$ cat config.mk
export PLATFORM = sky130hd
export DESIGN_NAME = segmentation_sequencer
export DESIGN_NICKNAME = d
export VERILOG_FILES = /design/src/rtl/segmentation_sequencer.sv
export SDC_FILE = /design/constraint.sdc
export NUM_CORES = 1
export LEC_CHECK = 0
export ABC_AREA = 1
export CAP_MARGIN = 25
export CORE_UTILIZATION = 50
export CTS_CLUSTER_DIAMETER = 80
export CTS_CLUSTER_SIZE = 30
export DETAILED_ROUTE_END_ITERATION = 8
export DONT_BUFFER_PORTS = 1
export GPL_ROUTABILITY_DRIVEN = 0
export PLACE_DENSITY = 0.63
export SLEW_MARGIN = 15
export SYNTH_ARGS = -nofsm -noshare
export SYNTH_HDL_FRONTEND = slang
export SYNTH_SLANG_ARGS = --single-unit
$ cat constraint.sdc
create_clock -name clk -period 1.7 [get_ports clk]
set_input_delay 0.255 -clock clk [delete_from_list [all_inputs] [get_ports clk]]
set_output_delay 0.255 -clock clk [all_outputs]
set_load 0.02 [all_outputs]
$ cat src/rtl/segmentation_sequencer.sv
// Block-raster read sequencer for the segmentation image memory; owns the single memory port.
// Latency: first word valid 2 cycles after start is sampled; then one word per cycle.
// Backpressure: valid/ready; a stall re-reads the held address so memory dout stays stable.
module segmentation_sequencer #(
  parameter int DIM   = 8,
  parameter int IMG_W = 256,
  parameter int IMG_H = 256,
  parameter int DEPTH = 8192,
  parameter int ADDR  = $clog2(DEPTH)
) (
  input  logic            clk,
  input  logic            rst_n,
  input  logic            start,
  input  logic            abort,
  input  logic            host_we,
  input  logic [ADDR-1:0] host_addr,
  input  logic            ready_in,
  output logic [ADDR-1:0] mem_addr,
  output logic            mem_we,
  output logic            valid_out,
  output logic            block_first,
  output logic            block_last,
  output logic            frame_last,
  output logic            busy,
  output logic            done,
  output logic            host_wr_err
);

  localparam int WPR = IMG_W / DIM;
  localparam int BH  = IMG_H / DIM;
  localparam int RW  = (DIM > 1) ? $clog2(DIM) : 1;
  localparam int XW  = (WPR > 1) ? $clog2(WPR) : 1;
  localparam int YW  = (BH > 1) ? $clog2(BH) : 1;

  localparam logic [RW-1:0] R_LAST  = RW'(DIM - 1);
  localparam logic [XW-1:0] BX_LAST = XW'(WPR - 1);
  localparam logic [YW-1:0] BY_LAST = YW'(BH - 1);

  typedef enum logic [1:0] {
    IDLE  = 2'd0,
    RUN   = 2'd1,
    DRAIN = 2'd2
  } state_t;

  typedef struct packed {
    logic first;
    logic last;
    logic frame_end;
  } tag_t;

  state_t          state_q, state_d;
  logic [RW-1:0]   r_q, r_d;
  logic [XW-1:0]   bx_q, bx_d;
  logic [YW-1:0]   by_q, by_d;
  logic [ADDR-1:0] rd_addr_q, rd_addr_d;
  logic            rd_vld_q, rd_vld_d;
  tag_t            tag_q, tag_d;
  logic            done_q, done_d;
  logic            err_q, err_d;

  logic            stall;
  logic            at_r_last;
  logic            at_bx_last;
  logic            at_by_last;
  logic            frame_end;
  logic [ADDR-1:0] issue_addr;

  assign stall      = rd_vld_q && !ready_in;
  assign at_r_last  = (r_q == R_LAST);
  assign at_bx_last = (bx_q == BX_LAST);
  assign at_by_last = (by_q == BY_LAST);
  assign frame_end  = at_r_last && at_bx_last && at_by_last;

  // Word address of row r inside block (bx, by): rows of the frame are WPR words apart.
  assign issue_addr = (ADDR'(by_q) * ADDR'(DIM) + ADDR'(r_q)) * ADDR'(WPR) + ADDR'(bx_q);

  always_comb begin
    state_d   = state_q;
    r_d       = r_q;
    bx_d      = bx_q;
    by_d      = by_q;
    rd_addr_d = rd_addr_q;
    rd_vld_d  = rd_vld_q;
    tag_d     = tag_q;
    done_d    = 1'b0;
    err_d     = host_we && (state_q != IDLE);
    mem_addr  = rd_addr_q;
    mem_we    = 1'b0;

    case (state_q)
      IDLE: begin
        mem_addr = host_addr;
        mem_we   = host_we;
        if (start) begin
          state_d = RUN;
        end
      end

      RUN: begin
        if (!stall) begin
          mem_addr        = issue_addr;
          rd_addr_d       = issue_addr;
          rd_vld_d        = 1'b1;
          tag_d.first     = (r_q == '0);
          tag_d.last      = at_r_last;
          tag_d.frame_end = frame_end;
          if (!at_r_last) begin
            r_d = r_q + RW'(1);
          end else begin
            r_d = '0;
            if (!at_bx_last) begin
              bx_d = bx_q + XW'(1);
            end else begin
              bx_d = '0;
              by_d = at_by_last ? '0 : by_q + YW'(1);
            end
          end
          if (frame_end) begin
            state_d = DRAIN;
          end
        end
      end

      DRAIN: begin
        // Only the final word is outstanding here, so any non-stalled cycle retires it.
        if (!stall) begin
          rd_vld_d = 1'b0;
          tag_d    = '0;
          state_d  = IDLE;
          done_d   = rd_vld_q && ready_in && tag_q.frame_end;
        end
      end

      default: begin
        state_d = IDLE;
      end
    endcase

    if (abort) begin
      state_d   = IDLE;
      r_d       = '0;
      bx_d      = '0;
      by_d      = '0;
      rd_addr_d = '0;
      rd_vld_d  = 1'b0;
      tag_d     = '0;
      done_d    = 1'b0;
    end
  end

  always_ff @(posedge clk or negedge rst_n) begin
    if (!rst_n) begin
      state_q   <= IDLE;
      r_q       <= '0;
      bx_q      <= '0;
      by_q      <= '0;
      rd_addr_q <= '0;
      rd_vld_q  <= 1'b0;
      tag_q     <= '0;
      done_q    <= 1'b0;
      err_q     <= 1'b0;
    end else begin
      state_q   <= state_d;
      r_q       <= r_d;
      bx_q      <= bx_d;
      by_q      <= by_d;
      rd_addr_q <= rd_addr_d;
      rd_vld_q  <= rd_vld_d;
      tag_q     <= tag_d;
      done_q    <= done_d;
      err_q     <= err_d;
    end
  end

  assign valid_out   = rd_vld_q;
  assign block_first = rd_vld_q && tag_q.first;
  assign block_last  = rd_vld_q && tag_q.last;
  assign frame_last  = rd_vld_q && tag_q.frame_end;
  assign busy        = (state_q != IDLE);
  assign done        = done_q;
  assign host_wr_err = err_q;

endmodule

[Word-level counts from Yosys, hierarchy flattened]
Cells that the tools add are included.
Operators by class
  divide/modulo/power cells: 0
  shift operators: 0
  mux-type cells: 37
  reductions and logical operators: 22
  multipliers: 0
  add/subtract/negate cells: 5
  equal/unequal tests: 10
  order comparisons: 0
  bitwise operators: 0
Operators by type and width (number)
  5-bit 2-to-1 mux: 11
  13-bit 2-to-1 mux: 3
  13-bit case mux with 2 select lines: 1
  3-bit 2-to-1 mux: 7
  13-bit by 5-bit adder with 13-bit output: 1
  3-bit inequality test, second input constant: 4
  5-bit by 1-bit adder with 5-bit output, second input constant: 2
  5-bit == test, second input constant: 2
  2-bit 2-to-1 mux: 5
  1-bit logical AND: 9
  8-bit by 3-bit adder with 8-bit output: 1
  4-bit AND reduction: 2
  2-bit nonzero test: 4
  1-bit 2-to-1 mux: 7
  2-bit case mux with 3 select lines: 1
  3-bit case mux with 2 select lines: 1
  3-bit AND reduction: 2
  3-bit by 1-bit adder with 3-bit output, second input constant: 1
  3-bit == test, second input constant: 1
  3-bit logical NOT: 1
  3-bit nonzero test: 1
  2-bit by 1-bit == test with 1-bit output, second input constant: 1
  2-bit == test, second input constant: 1
  2-bit logical NOT: 1
  4 further kinds: 4
Storage, ports and cells
  input bits: 19
  RAM bits: 0
  memories kept: 0
  logic and storage cells: 85
  output and inout bits: 21
  register bits: 34
  bits in latches: 0
  memory bits (read-only): 0

[Depth between registers and ports, before layout]
  depth in word-level cells: 7
  mapped depth: 9
  mapped depth without buffers: 9

[Least setup slack after synthesis]
Ideal clock, no wire load.
  path type: flip-flop to output port
  from: reg rd_vld_q, in the netlist valid_out
  to: out mem_addr[2]
  path slack: 3 ps
  stages on the path, launching flop included: 6
  data arrival time: 1442 ps
  data required time: 1445 ps
  path buffers: 1
  cell sequence: dfrtp_1 nand2_2 buf_2 nand2_1 o21ai_1 o21ai_0
Between the ends
  word-level cells in the longest chain between the ends: 3
Ends and longest elaborated chain
  from (decl): RTL line 56  | logic rd_vld_q, rd_vld_d;
  from (signal assigned): RTL line 168  | rd_vld_q <= rd_vld_d;
  1-bit logical AND: RTL line 68  | assign stall = rd_vld_q && !ready_in;
  13-bit 2-to-1 mux
  13-bit case mux with 2 select lines: RTL line 90  | case (state_q)
  to (decl): RTL line 18  | output logic [ADDR-1:0] mem_addr,
No other way between the ends.

[Final worst setup path]
  from: reg rd_vld_q, in the netlist valid_out
  to: out mem_addr[4]
Same word-level chain as after synthesis.

==> results.md <==
* Outcome: finished clean
* Comb pwr share at 33.0%
* Min-Delay Path Class: in2reg
* Initial antenna violation count at 0
* Die area at 4243 µm²
* Final hold vios at 0
* CTS Buf Count at 5
* CP Cell Sequence: nand2_4 > buf_4 > o21ai_1 > o21ai_1 > buf_4
* Simple logic cell fraction of the synthesized area at between 20% and 30%
* Levels on crit path at 5
* Mux share of post-synthesis cell area at 0%
* ANT cells at 0
* Worst hold slack at around 0.035 ns
* Layout Nets at about 320
* Total grt overflow at 0
* Slew Viols, Final at 0
* Post-synthesis register bit count at 34
* Vias in the first global route at 1639
* Layout Skew at 0.005091 ns
* Final worst path period share at just under 100%
* Reg area at 853.3 µm²
* Sum of negative setup slack at 0 ns
* IO Pins at 40
* Setup crit end kind: output pin
* ANT nets after route at 0
* Largest net degree at the start of global routing at 35
* Slew Limit Headroom at 76.30%
* Synth-to-layout area growth at 18.58%
* Area of the multi-input gates at 979.7 µm²
* Compound-cell area share of the yosys netlist at 17.14%
* Max Clock Freq at 607.0 MHz
* Max-Cap Viols at 0
* Critical path's top delay family: flip-flops
* Buffers from clock root to sink, at most at 2
* CTS Sinks at 34
* R2R cell count at 9
* Ys flop type: dfrtp_1
* RSZ-0062 raised after global routing: yes
* DR iter-0 viols at between 70 and 80
* Tmin final at 1.647 ns
* Root Driver: clkbuf_8
* Share of layout cells above drive strength 1 at 18.21%
* Port bufs at 0
* Fill cells at 347
* Worst slew pin tran at 0.3549 ns
* CP Class: reg2out
* Placed Area at 2161 µm²
* DR vias at 1821
* Warnings from Yosys at 0
* Final instance area at 2364 µm²
* Synthesized-area fraction occupied by adder cells at 4.394%
* CP arrival at between 1 and 1.5 ns
* CP max stage cell: dfrtp_1
* CTS tree: yes
* Worst Path Required at 1.44 ns
* Final setup fails at 0
* Residual DRC at 0
* Synthesized area per cell at 7.550 µm²
* Final wirelength at 4666 µm
* Row Count at 22
* Post-Synthesis Cells at 264
* Post-DR wirelength/cell at 13.76 µm
* Internal power at between 1 and 1.5 mW
* Switching share of power at between 30 and 40%
* Starting Density at 53.24%
* CP max stage delay at 0.41 ns
* Async SR Flop Fraction at 100.0%
* First-pass GRT wire length at 7700 µm
* Clk pin slew, worst setup/hold paths at 0.07 ns
* Clk network pwr share at approximately 25%
* Drt via density at 5.372
* CP Max Fanout at 8
* Xor and xnor area share after synthesis at 0%
* Syn Std Cell Area at 1993 µm²
* Post-synth EDFFs at 0
* Critical Path Start Type: register
* Die Height at approximately 65 µm
* Static leakage at 1.252 nW
* Core region area at 3744 µm²
* WHS Path Cells at 1
* WP buf/inv at 2
* Worst-Skew Late Latency at 0.29 ns
* DP HPWL at 3334 µm
* GRT Total Usage at between 20% and 30%
* Seq/Total Area, Yosys at a little over two fifths
* Largest family of logic cells by synthesized area: simple AND/OR/NAND/NOR gates
* First drt pass iteration count at 5
* H-tree depth at 2
* Synth unique cells at 22
* Seq pwr share at 41.8%
* P_sw at just over 0.8 mW
* Pwr/cell area at between 900 and 1000 nW/µm²
* VDD IR-drop max at about 0.67 mV
* Non-Filler Instances at 339
* Synth Net Count at 290
* Placed insts at 323
* Chip Width at about 65 µm
==> cells in the final DEF (no fill, tap or decap) <==
master / count
nand2_1: 61
inv_1: 32
dfrtp_1: 32
o21ai_1: 29
nand3_1: 24
buf_4: 24
a22oi_1: 13
o21ai_0: 13
nor2_1: 12
ha_1: 7
inv_2: 5
nand4_1: 5
clkbuf_8: 5
buf_6: 4
nor2_4: 3
nand2_2: 3
o22ai_1: 3
o21ai_2: 2
nand3b_1: 2
nor2_2: 2
clkbuf_1: 2
dfrtp_2: 2
nand2_8: 1
nand2_4: 1
nor4_1: 1
a21oi_1: 1
buf_12: 1
dlygate4sd3_1: 1
==> final timing paths <==
path	from	to	slack, ns
setup reg to reg	bx_q[0]$_DFFE_PN0P_	by_q[4]$_DFFE_PN0P_	0.11
max in group asynchronous	rst_n	state_q[0]$_DFFE_PN0P_	1.07
setup / recovery	valid_out$_DFFE_PN0P_	mem_addr[4]	0.05
hold / removal	abort	done$_DFF_PN0_	0.04
hold reg to reg	tag_q[0]$_DFFE_PN0P_	tag_q[0]$_DFFE_PN0P_	0.48
min in group asynchronous	rst_n	rd_addr_q[0]$_DFFE_PN0N_	0.44
==> cell usage after synthesis (2+ instances only) <==
master | n | area [µm²]
dfrtp_1 | 34 | 850.8
nand4_1 | 5 | 31.28
inv_2 | 5 | 18.77
nand2_2 | 4 | 25.02
inv_1 | 32 | 120.1
a22oi_1 | 13 | 97.59
o21ai_1 | 26 | 130.1
nand3_1 | 24 | 120.1
buf_2 | 7 | 35.03
o21ai_0 | 18 | 90.09
ha_1 | 7 | 87.58
nand2_1 | 61 | 229.0
nand3b_1 | 2 | 15.01
clkbuf_1 | 2 | 7.510
nor2_2 | 3 | 18.77
nor2_1 | 12 | 45.04
o22ai_1 | 3 | 18.77
nor2_4 | 2 | 22.52
==> timing repair <==
action | 4_1_cts | 5_1_grt
pin swaps | 0 | 2
gates cloned | 0 | 1
endpoints found under the hold margin | 34 | 0
hold buffers | 2 | 0
setup endpoints to repair | 12 | 13
resized for setup | 3 | 14
buffers inserted | 0 | 6
==> cell families (layout without fill, tap and decap cells) <==
kind of cell             Yosys count  count (layout)
AND/OR/NAND/NOR                  115             115
AO/OA/AOI/OAI                     61              61
buffers and inverters             47              74
flip-flops                        34              34
adder cells (fa/ha/maj)            7               7
==> routing by layer <==
layer | wire (µm) | vias to the layer above | track usage [%]
met1 | 2218 | 843 | 32.17
met5 | 0 | - | 0
met3 | 209 | 7 | 5.556
li1 | - | 933 | -
met4 | 65 | 0 | 8.424
met2 | 2172 | 38 | 38.15
==> layout make-up <==
| type | count | area share [%] |
|---|---|---|
| multi-input combinational | 183 | 41.45 |
| sequential | 34 | 36.10 |
| timing repair buffer | 30 | 10.80 |
| inverter | 37 | 5.876 |
| clock buffer | 7 | 3.229 |
| tap | 48 | 2.541 |
==> sequential cells by signal, indices dropped and copies added, names as in the netlist <==
signal       flops
valid_out        1
rd_addr_q       13
done             1
tag_q            3
r_q              3
by_q             5
bx_q             5
host_wr_err      1
state_q          2
==> power groups by stage <==
| stage | clock, mW | sequential, mW | combinational [mW] |
|---|---|---|---|
| floorplan | 0 | 0.941 | 0.455 |
| global placement | 0 | 0.946 | 0.654 |
| detailed placement | 0 | 0.948 | 0.659 |
| CTS | 0.576 | 0.936 | 0.690 |
| global route | 0.616 | 0.950 | 0.827 |
| finish | 0.568 | 0.942 | 0.745 |
==> through the flow <==
stage | total power, mW | utilization (%) | setup WS [ns]
CTS | 2.202 | 60.93 | 0.001899
global route | 2.393 | 63.14 | -0.01698
global placement | 1.601 | 57.72 | 0.1439
finish | 2.255 | 63.14 | 0.05252
detailed placement | 1.607 | 57.72 | 0.1137
floorplan | 1.396 | - | 0.002509
(Power assumes the default switching activity.)
